`config.mk`:
```
export PLATFORM = sky130hd
export DESIGN_NAME = btpipe_block_source
export DESIGN_NICKNAME = d
export VERILOG_FILES = /design/src/rtl/btpipe_block_source.sv
export SDC_FILE = /design/constraint.sdc
export NUM_CORES = 1
export LEC_CHECK = 0
export ABC_AREA = 1
export CORE_MARGIN = 4
export CORE_UTILIZATION = 50
export DETAILED_ROUTE_END_ITERATION = 16
export GPL_ROUTABILITY_DRIVEN = 1
export GPL_TIMING_DRIVEN = 1
export PLACE_DENSITY = 0.82
export SKIP_CTS_REPAIR_TIMING = 1
export SLEW_MARGIN = 20
export SYNTH_ARGS = -nofsm -noshare
export SYNTH_HDL_FRONTEND = slang
export SYNTH_SLANG_ARGS = --single-unit
export TNS_END_PERCENT = 50
```
`constraint.sdc`:
```
create_clock -name clk -period 3.4 [get_ports clk]
set_input_delay 0.68 -clock clk [delete_from_list [all_inputs] [get_ports clk]]
set_output_delay 0.68 -clock clk [all_outputs]
set_load 0.03 [all_outputs]
```
`src/rtl/btpipe_block_source.sv`:
```
// Transmit end of a block-throttled pipe: waits for receiver credit, marks each
// block with a strobe, then bursts PRBS or counter words with no bubbles.
module btpipe_block_source #(
    parameter int          BLK_W = 10,
    parameter logic [31:0] SEED  = 32'h0000_0001
) (
    input  logic             clk,
    input  logic             reset,
    input  logic             start,
    input  logic             stop,
    input  logic             mode,
    input  logic [BLK_W-1:0] block_len,
    input  logic [15:0]      block_count,
    input  logic             ep_ready,
    output logic             ep_blockstrobe,
    output logic             ep_write,
    output logic [15:0]      ep_dataout,
    output logic             busy,
    output logic             done,
    output logic [15:0]      blocks_sent
);

    typedef enum logic [2:0] {S_IDLE, S_WAIT_RDY, S_STROBE, S_BURST, S_GAP} state_t;

    state_t             state_q, state_d;
    logic               stop_pend_q, stop_pend_d;
    logic               done_q, done_d;
    logic [15:0]        bs_q, bs_d;
    logic [BLK_W-1:0]   beat_q, beat_d;
    logic               mode_q, mode_d;
    logic [BLK_W-1:0]   len_q, len_d;
    logic [15:0]        bcnt_q, bcnt_d;
    logic [31:0]        lfsr_q, lfsr_d;
    logic [15:0]        ctr_q, ctr_d;
    logic [15:0]        dout_q, dout_d;
    logic               emit;

    always_comb begin
        state_d     = state_q;
        stop_pend_d = stop_pend_q;
        done_d      = 1'b0;
        bs_d        = bs_q;
        beat_d      = beat_q;
        mode_d      = mode_q;
        len_d       = len_q;
        bcnt_d      = bcnt_q;
        lfsr_d      = lfsr_q;
        ctr_d       = ctr_q;
        dout_d      = dout_q;
        emit        = 1'b0;

        unique case (state_q)
            S_IDLE: begin
                if (start) begin
                    mode_d      = mode;
                    len_d       = block_len;
                    bcnt_d      = block_count;
                    lfsr_d      = SEED;
                    ctr_d       = 16'h0001;
                    bs_d        = '0;
                    stop_pend_d = 1'b0;
                    state_d     = S_WAIT_RDY;
                end
            end
            S_WAIT_RDY: begin
                if (stop) begin
                    done_d  = 1'b1;
                    state_d = S_IDLE;
                end else if (ep_ready) begin
                    state_d = S_STROBE;
                end
            end
            S_STROBE: begin
                if (stop) stop_pend_d = 1'b1;
                beat_d  = '0;
                emit    = 1'b1;
                state_d = S_BURST;
            end
            S_BURST: begin
                if (stop) stop_pend_d = 1'b1;
                if (beat_q == len_q) begin
                    state_d = S_GAP;
                end else begin
                    beat_d = beat_q + 1'b1;
                    emit   = 1'b1;
                end
            end
            S_GAP: begin
                bs_d = bs_q + 16'd1;
                // Saturate the session at 16'hFFFF rather than let the count wrap.
                if (stop_pend_q || stop || (bcnt_q != 16'd0 && bs_d == bcnt_q) ||
                    bs_d == 16'hFFFF) begin
                    done_d      = 1'b1;
                    stop_pend_d = 1'b0;
                    state_d     = S_IDLE;
                end else begin
                    state_d = S_WAIT_RDY;
                end
            end
            default: state_d = S_IDLE;
        endcase

        // Load the word for the upcoming write cycle so it is valid with ep_write.
        if (emit) begin
            dout_d = mode_q ? ctr_q : lfsr_q[15:0];
            ctr_d  = ctr_q + 16'd1;
            lfsr_d = {lfsr_q[30:0], lfsr_q[31] ^ lfsr_q[21] ^ lfsr_q[1] ^ lfsr_q[0]};
        end
    end

    always_ff @(posedge clk) begin
        if (reset) begin
            state_q     <= S_IDLE;
            stop_pend_q <= 1'b0;
            done_q      <= 1'b0;
            bs_q        <= '0;
            beat_q      <= '0;
            mode_q      <= 1'b0;
            len_q       <= '0;
            bcnt_q      <= '0;
            lfsr_q      <= SEED;
            ctr_q       <= 16'h0001;
            dout_q      <= '0;
        end else begin
            state_q     <= state_d;
            stop_pend_q <= stop_pend_d;
            done_q      <= done_d;
            bs_q        <= bs_d;
            beat_q      <= beat_d;
            mode_q      <= mode_d;
            len_q       <= len_d;
            bcnt_q      <= bcnt_d;
            lfsr_q      <= lfsr_d;
            ctr_q       <= ctr_d;
            dout_q      <= dout_d;
        end
    end

    assign ep_blockstrobe = (state_q == S_STROBE);
    assign ep_write       = (state_q == S_BURST);
    assign busy           = (state_q != S_IDLE);
    assign done           = done_q;
    assign ep_dataout     = dout_q;
    assign blocks_sent    = bs_q;

endmodule

```
==> impl_table.tex, run 1 <==
\begin{tabular}{lr}
\hline
Metric & Value \\
\hline
\multicolumn{2}{l}{\textbf{Run status}} \\
\quad Run status & completed \\
\multicolumn{2}{l}{\textbf{STA}} \\
\quad Setup TNS & 0 ns \\
\quad \# setup viols final & 0 \\
\quad Final hold slack & 0.457 ns \\
\quad Unrepaired setup endpoints after global routing & false \\
\quad Max\_slew headroom & between 40\% and 50\% \\
\quad Transition at the pin with the smallest max-transition slack & between 0.7 and 0.8 ns \\
\quad Period utilization & 80.8\% \\
\quad Final hold viol count & 0 \\
\quad Max Slew Vio Count & 0 \\
\quad Fin crit period & 2.75 ns \\
\quad Clock skew & 0.00907 ns \\
\quad Achievable frequency & between 300 and 400 MHz \\
\multicolumn{2}{l}{\textbf{Clock tree}} \\
\quad Worst-case clock buffer depth & 2 \\
\quad Sinks on the clock net & roughly 120 \\
\quad Clock transition time at the flip-flop clock pins of the worst setup and hold paths & 0.06 ns \\
\quad \# H-tree levels & 4 \\
\quad CTS Root Buffer Type & clkbuf\_16 \\
\quad Worst-Skew Late Latency & around 0.42 ns \\
\quad TritonCTS clock tree & done \\
\quad Total clock buffers created by CTS & 17 \\
\multicolumn{2}{l}{\textbf{Floorplan}} \\
\quad Number of placed I/O pins & a little under 70 \\
\quad Die boundary width & 116 um \\
\quad Initial core utilization & between 50 and 60\% \\
\quad Standard-cell row count & 39 \\
\quad Vertical die dimension & approximately 120 um \\
\quad Core Area & 0.0114 mm\^{}2 \\
\quad Total Die Area & about 0.013 mm\^{}2 \\
\multicolumn{2}{l}{\textbf{Routing}} \\
\quad Per-cell via count in the routed design & about 5.3 \\
\quad Total wire length after detailed routing & around 14 mm \\
\quad WL per Instance & approximately 13 um \\
\quad Starting DRC count in detailed routing & between 500 and 600 \\
\quad Number of detailed-routing iterations run before antenna repair & 7 \\
\quad Residual antenna-violating net count after detailed routing & 0 \\
\quad Detailed-route DRC error count & 0 \\
\quad Via count of the routed design & 5718 \\
\multicolumn{2}{l}{\textbf{Power}} \\
\quad Total internal power & approximately 2.8 mW \\
\quad Share of power burned in registers & between 40\% and 50\% \\
\quad Largest voltage drop on the vdd net & just under 0.5 mV \\
\quad Power density cells & between 500 and 600 mW/mm\^{}2 \\
\quad Sw frac & approximately a quarter \\
\quad Clock power frac & a little under half \\
\quad Logic gate share of total power & 12.3\% \\
\quad Switching power of the nets & between 0.9 and 1 mW \\
\quad Static Leak & 2.56 nW \\
\multicolumn{2}{l}{\textbf{Finish}} \\
\quad Number of diodes added for antenna fixing & 0 \\
\quad Area used by multi-input combinational logic & 0.00293 mm\^{}2 \\
\quad Filler-free cell count of the finished design & between 1000 and 1500 \\
\quad Layout cells sized above 1 & slightly below 6\% \\
\quad Area growth from synthesis to final layout & 22.2\% \\
\quad Final design utilization & 62.5\% \\
\quad Net count reported at finish & about 960 \\
\quad Filler instances & around 1000 \\
\quad Design area & 0.00713 mm\^{}2 \\
\quad Most common library cell in the layout ignoring fill and taps & nand2\_1 \\
\quad Commonest cells after routing, fill and taps aside & 270 x nand2\_1, 122 x dfxtp\_1, 94 x a21oi\_1 \\
\quad Register area & $\sim$0.0024 mm\^{}2 \\
\multicolumn{2}{l}{\textbf{Place}} \\
\quad DPL Wire Length & 9.32 mm \\
\quad Number of buffers inserted by port buffering & 67 \\
\quad Placer congestion estimate & approximately 0.95 \\
\quad Number of placed cells counting well taps & roughly 1000 \\
\quad Cell Area, Placed & 0.00655 mm\^{}2 \\
\multicolumn{2}{l}{\textbf{Global route}} \\
\quad Total track usage & between 20 and 25\% \\
\quad First-pass GRT wire length & between 20 and 25 mm \\
\quad Pin count of the biggest net entering global routing & around 90 \\
\quad Via count of the first global-routing pass & 5169 \\
\quad Grt total ovfl & 0 \\
\quad Antenna violations before repair & 0 \\
\multicolumn{2}{l}{\textbf{Synthesis}} \\
\quad Number of warnings issued by yosys & 0 \\
\quad Sequential cell area fraction in the yosys report & between 40\% and 50\% \\
\quad Mapped cell area & roughly 0.006 mm\^{}2 \\
\quad Number of unique standard cell types used by synthesis & 36 \\
\quad Synth Register Bits & 122 \\
\quad Number of nets in the synthesized netlist & $\sim$900 \\
\quad Mean instance size in the synthesized netlist & a little under 7 um\^{}2 \\
\quad Gate Count Post-Synth & 862 \\
\multicolumn{2}{l}{\textbf{Critical path}} \\
\quad Endpoint arrival time on the critical path & between 2 and 2.5 ns \\
\quad Critical path launch point type & flop \\
\quad Worst reg-to-reg setup slack & 0.90 ns \\
\quad Top fanout value on the critical path & 5 \\
\quad Endpoint kind of the worst setup timing path & output port \\
\quad Type of the worst setup path & reg -> out \\
\quad Endpoint required time on the critical path & 2.72 ns \\
\multicolumn{2}{l}{\textbf{Job}} \\
\quad Max-cap violations & 0 \\
\multicolumn{2}{l}{\textbf{Min path}} \\
\quad Worst min-delay path class & reg -> reg \\
\hline
\end{tabular}
metrics by stage:
| stage | power, mW | worst slack (ns) |
|---|---|---|
| after global routing | 3.90 | 0.562 |
| after CTS | 3.78 | 0.659 |
| after floorplan | 1.89 | 1.30 |
| after detailed placement | 2.03 | 0.875 |
| final | 3.77 | 0.653 |
| after global placement | 2.02 | 0.968 |
final timing paths:
kind / startpoint / end / cells after the start
worst min register to register: lfsr_q[19]$_SDFFE_PP0P_ / lfsr_q[20]$_SDFFE_PP0P_ / 2
worst max-delay path: state_q[1]$_SDFFE_PP0P_ / ep_write / 5
worst max register to register: state_q[1]$_SDFFE_PP0P_ / beat_q[3]$_SDFFE_PP0P_ / 10
worst min-delay path: lfsr_q[19]$_SDFFE_PP0P_ / lfsr_q[20]$_SDFFE_PP0P_ / 2
cell families after synthesis:
group	synth area share, %
AO/OA/AOI/OAI	15.8
XOR/XNOR	1.80
adder cells (fa/ha/maj)	0.857
buffers and inverters	7.97
AND/OR/NAND/NOR	31.7
flip-flops	41.8
layer usage:
layer / wire length, um / track usage, %
met5: 0 / 0
met2: 6530 / 35.0
met3: 919 / 5.07
met1: 6440 / 29.0
met4: 344 / 9.74
Yosys cell counts (all sizes together):
library cell | n | area [um^2]
nand2 | 272 | 1030
dfxtp | 122 | 2440
a21oi | 94 | 470
nor2 | 77 | 328
inv | 73 | 274
o21ai | 61 | 309
nand3 | 44 | 220
clkbuf | 22 | 82.6
nand4 | 18 | 113
a31oi | 16 | 100
buf | 14 | 101
nor3 | 10 | 50.1
xor2 | 8 | 70.1
nand3b | 6 | 45.0
nor4 | 5 | 37.5
ha | 4 | 50.1
xnor2 | 4 | 35.0
or2 | 3 | 18.8
a211oi | 2 | 15.0
clkinv | 2 | 7.51
o31ai | 2 | 15.0
and2 | 1 | 6.26
o211ai | 1 | 7.51
o21bai | 1 | 7.51
worst max-delay path, cell delays in order (launching register included):
cell and delay, ns:
dfxtp_1 0.36, inv_1 0.06, nor2_1 0.20, inv_1 0.10, nor2_2 0.21, clkdlybuf4s50_1 0.72
flip-flops by register name (all words and copies together) (netlist names):
signal and flops:
lfsr_q 32, mode_q 1, bcnt_q 16, ctr_q 16
len_q 10, state_q 3, ep_dataout 16, beat_q 10
done 1, stop_pend_q 1, blocks_sent 16
layout make-up:
type	count	share of cell area, %
multi-input cells	629	41.1
repair buffers	74	10.1
inverters	75	3.95
flip-flops and latches	122	34.2
clock inverters	10	1.67
clock buffers	22	6.51
well taps	143	2.51
power by group through the flow:
stage | combinational, mW | sequential (mW) | clock, mW
after global placement | 0.455 | 1.57 | 0
after CTS | 0.464 | 1.54 | 1.78
after floorplan | 0.299 | 1.59 | 0
final | 0.464 | 1.54 | 1.76
after global routing | 0.513 | 1.55 | 1.84
after detailed placement | 0.461 | 1.57 | 0
Power figures use the tool's default switching activity.
==> inputs of run 2 (changes only) <==
Settings changed: PLACE_DENSITY 0.82 to 0.85.
Clock period 3.4 ns to 2.31 ns, I/O delays scaled along.
==> run 2 against run 1 <==
Count of clock-buffer cells in the layout up 1; routed wire length rose by 4.2%; via count increased by 3.4%; critical path depth did not move; first-iteration DRC count grew 31%; combinational power increased by 56%; power rose by 43%; global-route usage up 0.26 points; worst hold slack improved by 0.0032 ns; clock power is 37% higher.
==> impl_table.tex, run 2 (synthesized netlist as in run 1, its figures left out) <==
\begin{tabular}{lr}
\hline
Metric & Value \\
\hline
\multicolumn{2}{l}{\textbf{Routing}} \\
\quad Residual antenna-violating net count after detailed routing & 0 (unchanged) \\
\quad Via count of the routed design & 5910 (+3.4\%) \\
\quad WL per Instance & 13.7 um (+3.4\%) \\
\quad Per-cell via count in the routed design & 5.46 (+2.6\%) \\
\quad Number of detailed-routing iterations run before antenna repair & 6 (-1) \\
\quad Total wire length after detailed routing & 14.8 mm (+4.2\%) \\
\quad Detailed-route DRC error count & 0 (unchanged) \\
\quad Starting DRC count in detailed routing & 703 (+31\%) \\
\multicolumn{2}{l}{\textbf{Global route}} \\
\quad Pin count of the biggest net entering global routing & 53 (-40\%) \\
\quad Via count of the first global-routing pass & 5315 (+2.8\%) \\
\quad Total track usage & 22.4\% (+0.26 points) \\
\quad Grt total ovfl & 0 (unchanged) \\
\quad First-pass GRT wire length & 24.1 mm (+0.49\%) \\
\quad Antenna violations before repair & 0 (unchanged) \\
\multicolumn{2}{l}{\textbf{Finish}} \\
\quad Number of flip-flops in the largest register & 32 (unchanged) \\
\quad Register area & 0.00245 mm\^{}2 (+0.21\%) \\
\quad Area used by multi-input combinational logic & 0.00298 mm\^{}2 (+1.6\%) \\
\quad Filler instances & 974 (-6.7\%) \\
\quad Number of diodes added for antenna fixing & 0 (unchanged) \\
\quad Final design utilization & 63.3\% (+0.79 points) \\
\quad Area growth from synthesis to final layout & 23.8\% \\
\quad Layout cells sized above 1 & 7.98\% (+2.1 points) \\
\quad Biggest register & lfsr\_q \\
\quad Commonest cells after routing, fill and taps aside & 269 x nand2\_1, 118 x dfxtp\_1, 94 x a21oi\_1 \\
\quad Net count reported at finish & 963 (+0.84\%) \\
\quad Filler-free cell count of the finished design & 1083 (+0.74\%) \\
\quad Most common library cell in the layout ignoring fill and taps & nand2\_1 \\
\multicolumn{2}{l}{\textbf{Min path}} \\
\quad Worst min-delay path class & reg -> reg \\
\multicolumn{2}{l}{\textbf{Clock tree}} \\
\quad \# H-tree levels & 4 (unchanged) \\
\quad Total clock buffers created by CTS & 17 (unchanged) \\
\quad Sinks on the clock net & 122 (unchanged) \\
\quad Worst-case clock buffer depth & 2 (unchanged) \\
\quad Clock transition time at the flip-flop clock pins of the worst setup and hold paths & 0.06 ns (about the same) \\
\quad Worst-Skew Late Latency & 0.42 ns (about the same) \\
\quad CTS Root Buffer Type & clkbuf\_16 \\
\quad TritonCTS clock tree & done \\
\multicolumn{2}{l}{\textbf{Floorplan}} \\
\quad Initial core utilization & 51.1\% (unchanged) \\
\quad Total Die Area & 0.0135 mm\^{}2 (unchanged) \\
\quad Die boundary width & 116 um (unchanged) \\
\quad Vertical die dimension & 116 um (unchanged) \\
\quad Standard-cell row count & 39 (unchanged) \\
\quad Core Area & 0.0114 mm\^{}2 (unchanged) \\
\quad Number of placed I/O pins & 68 (unchanged) \\
\multicolumn{2}{l}{\textbf{STA}} \\
\quad Transition at the pin with the smallest max-transition slack & 0.779 ns (-0.0178 ns) \\
\quad Fin crit period & 2.17 ns \\
\quad Achievable frequency & 461 MHz \\
\quad Least setup slack across all paths after layout & 0.142 ns (-0.511 ns) \\
\quad Clock skew & 0.00974 ns (+0.000671 ns) \\
\quad Setup TNS & 0 ns (unchanged) \\
\quad Final hold slack & 0.460 ns (+0.00324 ns) \\
\quad Max\_slew headroom & 48.0\% (+1.1 points) \\
\quad Max Slew Vio Count & 0 (unchanged) \\
\quad Period utilization & a little over nine tenths \\
\quad \# setup viols final & 0 (unchanged) \\
\quad Final hold viol count & 0 (unchanged) \\
\multicolumn{2}{l}{\textbf{Critical path}} \\
\quad Endpoint arrival time on the critical path & 1.71 ns (-0.36 ns) \\
\quad Top fanout value on the critical path & 5 (unchanged) \\
\quad Endpoint required time on the critical path & 1.85 ns (-0.87 ns) \\
\quad Critical path launch point type & flop \\
\quad Endpoint kind of the worst setup timing path & output port \\
\quad Type of the worst setup path & reg -> out \\
\multicolumn{2}{l}{\textbf{Place}} \\
\quad DPL Wire Length & 9.59 mm (+2.9\%) \\
\quad Pre-CTS setup slack & -0.0148 ns (-0.890 ns) \\
\quad Number of placed cells counting well taps & 1050 (+0.67\%) \\
\quad Placer congestion estimate & 0.898 (-5.8\%) \\
\quad Number of buffers inserted by port buffering & 67 (unchanged) \\
\multicolumn{2}{l}{\textbf{Power}} \\
\quad Power density cells & 747 mW/mm\^{}2 (+42\%) \\
\quad Static Leak & 2.63 nW (+2.8\%) \\
\quad Largest voltage drop on the vdd net & 0.602 mV (+22\%) \\
\multicolumn{2}{l}{\textbf{Job}} \\
\quad Max-cap violations & 0 (unchanged) \\
\multicolumn{2}{l}{\textbf{Run status}} \\
\quad Run status & completed \\
\hline
\end{tabular}
-- run 2: area by class of cell --
cell class / instances / area share (%)
multi-input cells: 630 / 41.2
flip-flops and latches: 122 / 33.9
repair buffers: 81 / 11.0
clock buffers: 23 / 6.62
inverters: 75 / 3.90
well taps: 143 / 2.48
clock inverters: 9 / 0.935
-- run 2: worst max-delay path, cell delays in order (launching register included) --
cell and delay, ns:
dfxtp_1 0.36, inv_1 0.05, nor2_1 0.21, inv_1 0.10, nor2_2 0.23, dlymetal6s2s_1 0.34
-- run 2: power by group --
group | internal [mW] | switching, mW
logic | 0.263 | 0.461
registers | 2.20 | 0.0543
clock network | 1.46 | 0.963
total | 3.92 | 1.48
-- run 2: final timing paths --
| path | start | endpoint | slack, ns | cells after the start |
|---|---|---|---|---|
| worst min register to register | lfsr_q[22]$_SDFFE_PP0P_ | lfsr_q[22]$_SDFFE_PP0P_ | 0.46 | 2 |
| worst max-delay path | state_q[1]$_SDFFE_PP0P_ | ep_write | 0.14 | 5 |
| worst min-delay path | lfsr_q[22]$_SDFFE_PP0P_ | lfsr_q[22]$_SDFFE_PP0P_ | 0.46 | 2 |
| worst max register to register | blocks_sent[4]$_SDFFE_PP0P_ | stop_pend_q$_SDFFE_PP0P_ | 0.20 | 15 |
-- run 2: metrics by stage --
step | area (um^2) | power [mW]
final | 7220 | 5.40
after global placement | 6620 | 3.00
after detailed placement | 6620 | 3.01
after global routing | 7220 | 5.59
after floorplan | 5840 | 2.78
after CTS | 7160 | 5.41
-- run 2: metal layers --
layer / global-route usage, % / up-vias / part of all wire (%)
li1: - / 2942 / -
met1: 28.2 / 2677 / 43
met2: 36.4 / 246 / 47
met3: 5.48 / 45 / 6.6
met4: 10.2 / 0 / 3.0
met5: 0 / - / 0
==> inputs of run 3 (changes only) <==
Settings changed: GPL_ROUTABILITY_DRIVEN 1 to 0.
==> run 3 against run 2 <==
Global-route usage is 0.23 points higher; clock skew down 0.0030 ns; count of clock-buffer cells in the layout shrank 4; sequential share of layout area is 0.47 points lower; sequential power is essentially flat; cell area up 1.2%; worst hold slack worse by 0.0035 ns; critical path depth unchanged; critical endpoint is now ep_blockstrobe; largest cell class unchanged.
==> impl_table.tex, run 3 (synthesized netlist as in run 1, its figures left out) <==
\begin{tabular}{lr}
\hline
Metric & Value \\
\hline
\multicolumn{2}{l}{\textbf{Run status}} \\
\quad Run status & completed \\
\multicolumn{2}{l}{\textbf{Critical path}} \\
\quad Reg-to-reg endpoint & ep\_dataout[13]\$\_SDFFE\_PP0P\_ \\
\quad Endpoint arrival time on the critical path & 1.68 ns (-0.03 ns) \\
\quad Worst path cell trace & inv\_1 -> nor2\_1 -> inv\_1 -> nor2\_1 -> dlymetal6s2s\_1 \\
\quad Critical Path Max Stage Delay & 0.37 ns (about the same) \\
\quad Endpoint kind of the worst setup timing path & output port \\
\quad Type of the worst setup path & reg -> out \\
\quad Worst flop-to-flop path startpoint & state\_q[1]\$\_SDFFE\_PP0P\_ \\
\quad Highest-delay cell along the critical path & dfxtp\_1 \\
\quad Number of buffers and inverters on the critical path & 3 (unchanged) \\
\quad Critical path launch point type & flop \\
\quad Family with the most delay on the worst path & buffers and inverters \\
\quad Cell count along the critical path & 5 (unchanged) \\
\quad Top fanout value on the critical path & 4 (-1) \\
\quad Number of cells traversed by the worst register-to-register path & 9 (-6) \\
\quad Worst reg-to-reg setup slack & 0.20 ns (about the same) \\
\quad Endpoint required time on the critical path & 1.85 ns (about the same) \\
\multicolumn{2}{l}{\textbf{Finish}} \\
\quad Area used by multi-input combinational logic & 0.00297 mm\^{}2 (-0.25\%) \\
\quad Biggest register & lfsr\_q \\
\quad Commonest cells after routing, fill and taps aside & 269 x nand2\_1, 121 x dfxtp\_1, 94 x a21oi\_1 \\
\quad Filler instances & 963 (-1.1\%) \\
\quad Most common library cell in the layout ignoring fill and taps & nand2\_1 \\
\quad Layout cells sized above 1 & 8.16\% (+0.18 points) \\
\quad Filler-free cell count of the finished design & 1087 (+0.37\%) \\
\quad Number of diodes added for antenna fixing & 0 (unchanged) \\
\quad Net count reported at finish & 967 (+0.42\%) \\
\quad Area growth from synthesis to final layout & 25.3\% \\
\quad Design area & 0.00731 mm\^{}2 (+1.2\%) \\
\quad Register area & 0.00244 mm\^{}2 (-0.15\%) \\
\quad Number of flip-flops in the largest register & 32 (unchanged) \\
\multicolumn{2}{l}{\textbf{Clock tree}} \\
\quad Worst-Skew Late Latency & 0.42 ns (about the same) \\
\quad Clock transition time at the flip-flop clock pins of the worst setup and hold paths & 0.05 ns (about the same) \\
\quad TritonCTS clock tree & done \\
\quad CTS Root Buffer Type & clkbuf\_16 \\
\quad \# H-tree levels & 4 (unchanged) \\
\quad Worst-case clock buffer depth & 2 (unchanged) \\
\quad Sinks on the clock net & 122 (unchanged) \\
\quad Total clock buffers created by CTS & 17 (unchanged) \\
\multicolumn{2}{l}{\textbf{Min path}} \\
\quad Number of instances on the worst hold path & 2 (unchanged) \\
\quad Endpoint of the worst hold-timing path & stop\_pend\_q\$\_SDFFE\_PP0P\_ \\
\quad Worst min-delay path class & reg -> reg \\
\quad Min-Delay Startpoint & stop\_pend\_q\$\_SDFFE\_PP0P\_ \\
\multicolumn{2}{l}{\textbf{Job}} \\
\quad Max-cap violations & 0 (unchanged) \\
\multicolumn{2}{l}{\textbf{Routing}} \\
\quad WL per Instance & 13.6 um (-0.50\%) \\
\quad Detailed-route DRC error count & 0 (unchanged) \\
\quad Total wire length after detailed routing & 14.8 mm (-0.13\%) \\
\quad Residual antenna-violating net count after detailed routing & 0 (unchanged) \\
\quad Number of detailed-routing iterations run before antenna repair & 5 (-1) \\
\quad Per-cell via count in the routed design & 5.36 (-1.8\%) \\
\quad Via count of the routed design & 5827 (-1.4\%) \\
\quad Starting DRC count in detailed routing & 586 (-17\%) \\
\multicolumn{2}{l}{\textbf{Place}} \\
\quad Number of buffers inserted by port buffering & 67 (unchanged) \\
\quad Number of placed cells counting well taps & 1054 (+0.38\%) \\
\quad DPL Wire Length & 9.82 mm (+2.3\%) \\
\quad Cell Area, Placed & 0.00669 mm\^{}2 (+1.1\%) \\
\multicolumn{2}{l}{\textbf{Floorplan}} \\
\quad Die boundary width & 116 um (unchanged) \\
\quad Vertical die dimension & 116 um (unchanged) \\
\quad Total Die Area & 0.0135 mm\^{}2 (unchanged) \\
\quad Core Area & 0.0114 mm\^{}2 (unchanged) \\
\quad Initial core utilization & 51.1\% (unchanged) \\
\quad Number of placed I/O pins & 68 (unchanged) \\
\quad Standard-cell row count & 39 (unchanged) \\
\multicolumn{2}{l}{\textbf{Power}} \\
\quad Sw frac & 27.1\% (-0.30 points) \\
\quad Clock power frac & 46.7\% (+1.9 points) \\
\quad Total internal power & 4.11 mW (+4.9\%) \\
\quad Overall power consumption & 5.64 mW (+4.5\%) \\
\quad Switching power of the nets & 1.53 mW (+3.3\%) \\
\quad Power density cells & 771 mW/mm\^{}2 (+3.2\%) \\
\quad Largest voltage drop on the vdd net & 0.638 mV (+6.1\%) \\
\quad Static Leak & 2.68 nW (+1.7\%) \\
\quad Logic gate share of total power & 13.4\% (about the same) \\
\quad Share of power burned in registers & 40.0\% (-1.8 points) \\
\multicolumn{2}{l}{\textbf{Global route}} \\
\quad Via count of the first global-routing pass & 5385 (+1.3\%) \\
\quad First-pass GRT wire length & 24.4 mm (+1.4\%) \\
\quad Pin count of the biggest net entering global routing & 45 (-15\%) \\
\quad Grt total ovfl & 0 (unchanged) \\
\quad Total track usage & 22.6\% (+0.23 points) \\
\quad Antenna violations before repair & 0 (unchanged) \\
\multicolumn{2}{l}{\textbf{STA}} \\
\quad Clock skew & 0.00675 ns (-0.00299 ns) \\
\quad \# setup viols final & 0 (unchanged) \\
\quad Fin crit period & 2.14 ns (-0.0304 ns) \\
\quad Period utilization & 92.5\% (-1.3 points) \\
\quad Final hold viol count & 0 (unchanged) \\
\quad Achievable frequency & 468 MHz (+1.4\%) \\
\quad Max\_slew headroom & 48.8\% (+0.79 points) \\
\quad Final hold slack & 0.456 ns (-0.00350 ns) \\
\quad Max Slew Vio Count & 0 (unchanged) \\
\quad Transition at the pin with the smallest max-transition slack & 0.767 ns (-0.0118 ns) \\
\hline
\end{tabular}
==> run 3: power by group through the flow <==
stage / logic [mW] / registers [mW] / clock network (mW)
6_report: 0.754 / 2.25 / 2.63
4_1_cts: 0.754 / 2.25 / 2.65
2_1_floorplan: 0.440 / 2.34 / 0
5_1_grt: 0.829 / 2.26 / 2.75
3_3_place_gp: 0.737 / 2.30 / 0
3_5_place_dp: 0.749 / 2.30 / 0
==> run 3: routing by layer <==
metal,vias to the layer above,wire (um),global-route usage [%]
met4,0,272,8.58
met2,171,7130,37.9
met3,24,839,5.90
met5,-,0,0
li1,2960,-,-
met1,2672,6570,28.0
==> run 3: per-stage QoR <==
step	utilization [%]	setup slack [ns]	TNS, ns
after floorplan	-	0.207	0
after global placement	58.5	0.0363	0
after detailed placement	58.5	0.137	0
after CTS	63.7	-0.284	-0.522
after global routing	64.0	-0.00488	-0.00488
final	64.0	0.173	0
==> run 3: cell type report <==
cell class	count	area share (%)
well taps	143	2.45
inverters	75	3.85
clock inverters	13	1.97
clock buffers	19	6.06
flip-flops and latches	122	33.4
repair buffers	85	11.7
multi-input cells	630	40.6
==> run 3: how the worst max path moves through the flow <==
stage | startpoint | slack (ns) | to
4_1_cts | state_q[1]$_SDFFE_PP0P_ | -0.28 | ep_write
2_1_floorplan | blocks_sent[1]$_SDFFE_PP0P_ | 0.21 | state_q[0]$_SDFFE_PP0P_
6_report | state_q[1]$_SDFFE_PP0P_ | 0.17 | ep_blockstrobe
5_1_grt | blocks_sent[3]$_SDFFE_PP0P_ | -0.005 | state_q[0]$_SDFFE_PP0P_
3_5_place_dp | blocks_sent[1]$_SDFFE_PP0P_ | 0.14 | state_q[0]$_SDFFE_PP0P_
3_3_place_gp | start | 0.04 | blocks_sent[13]$_SDFFE_PP0P_
==> run 3: worst reg2reg max path: stages, from the launching register on <==
cell	delay, ns
dfxtp_1	0.37
inv_1	0.06
nor2_1	0.21
inv_1	0.10
nor2_2	0.23
nand2_2	0.15
nand2_4	0.24
buf_6	0.32
o21ai_0	0.16
a31oi_1	0.19
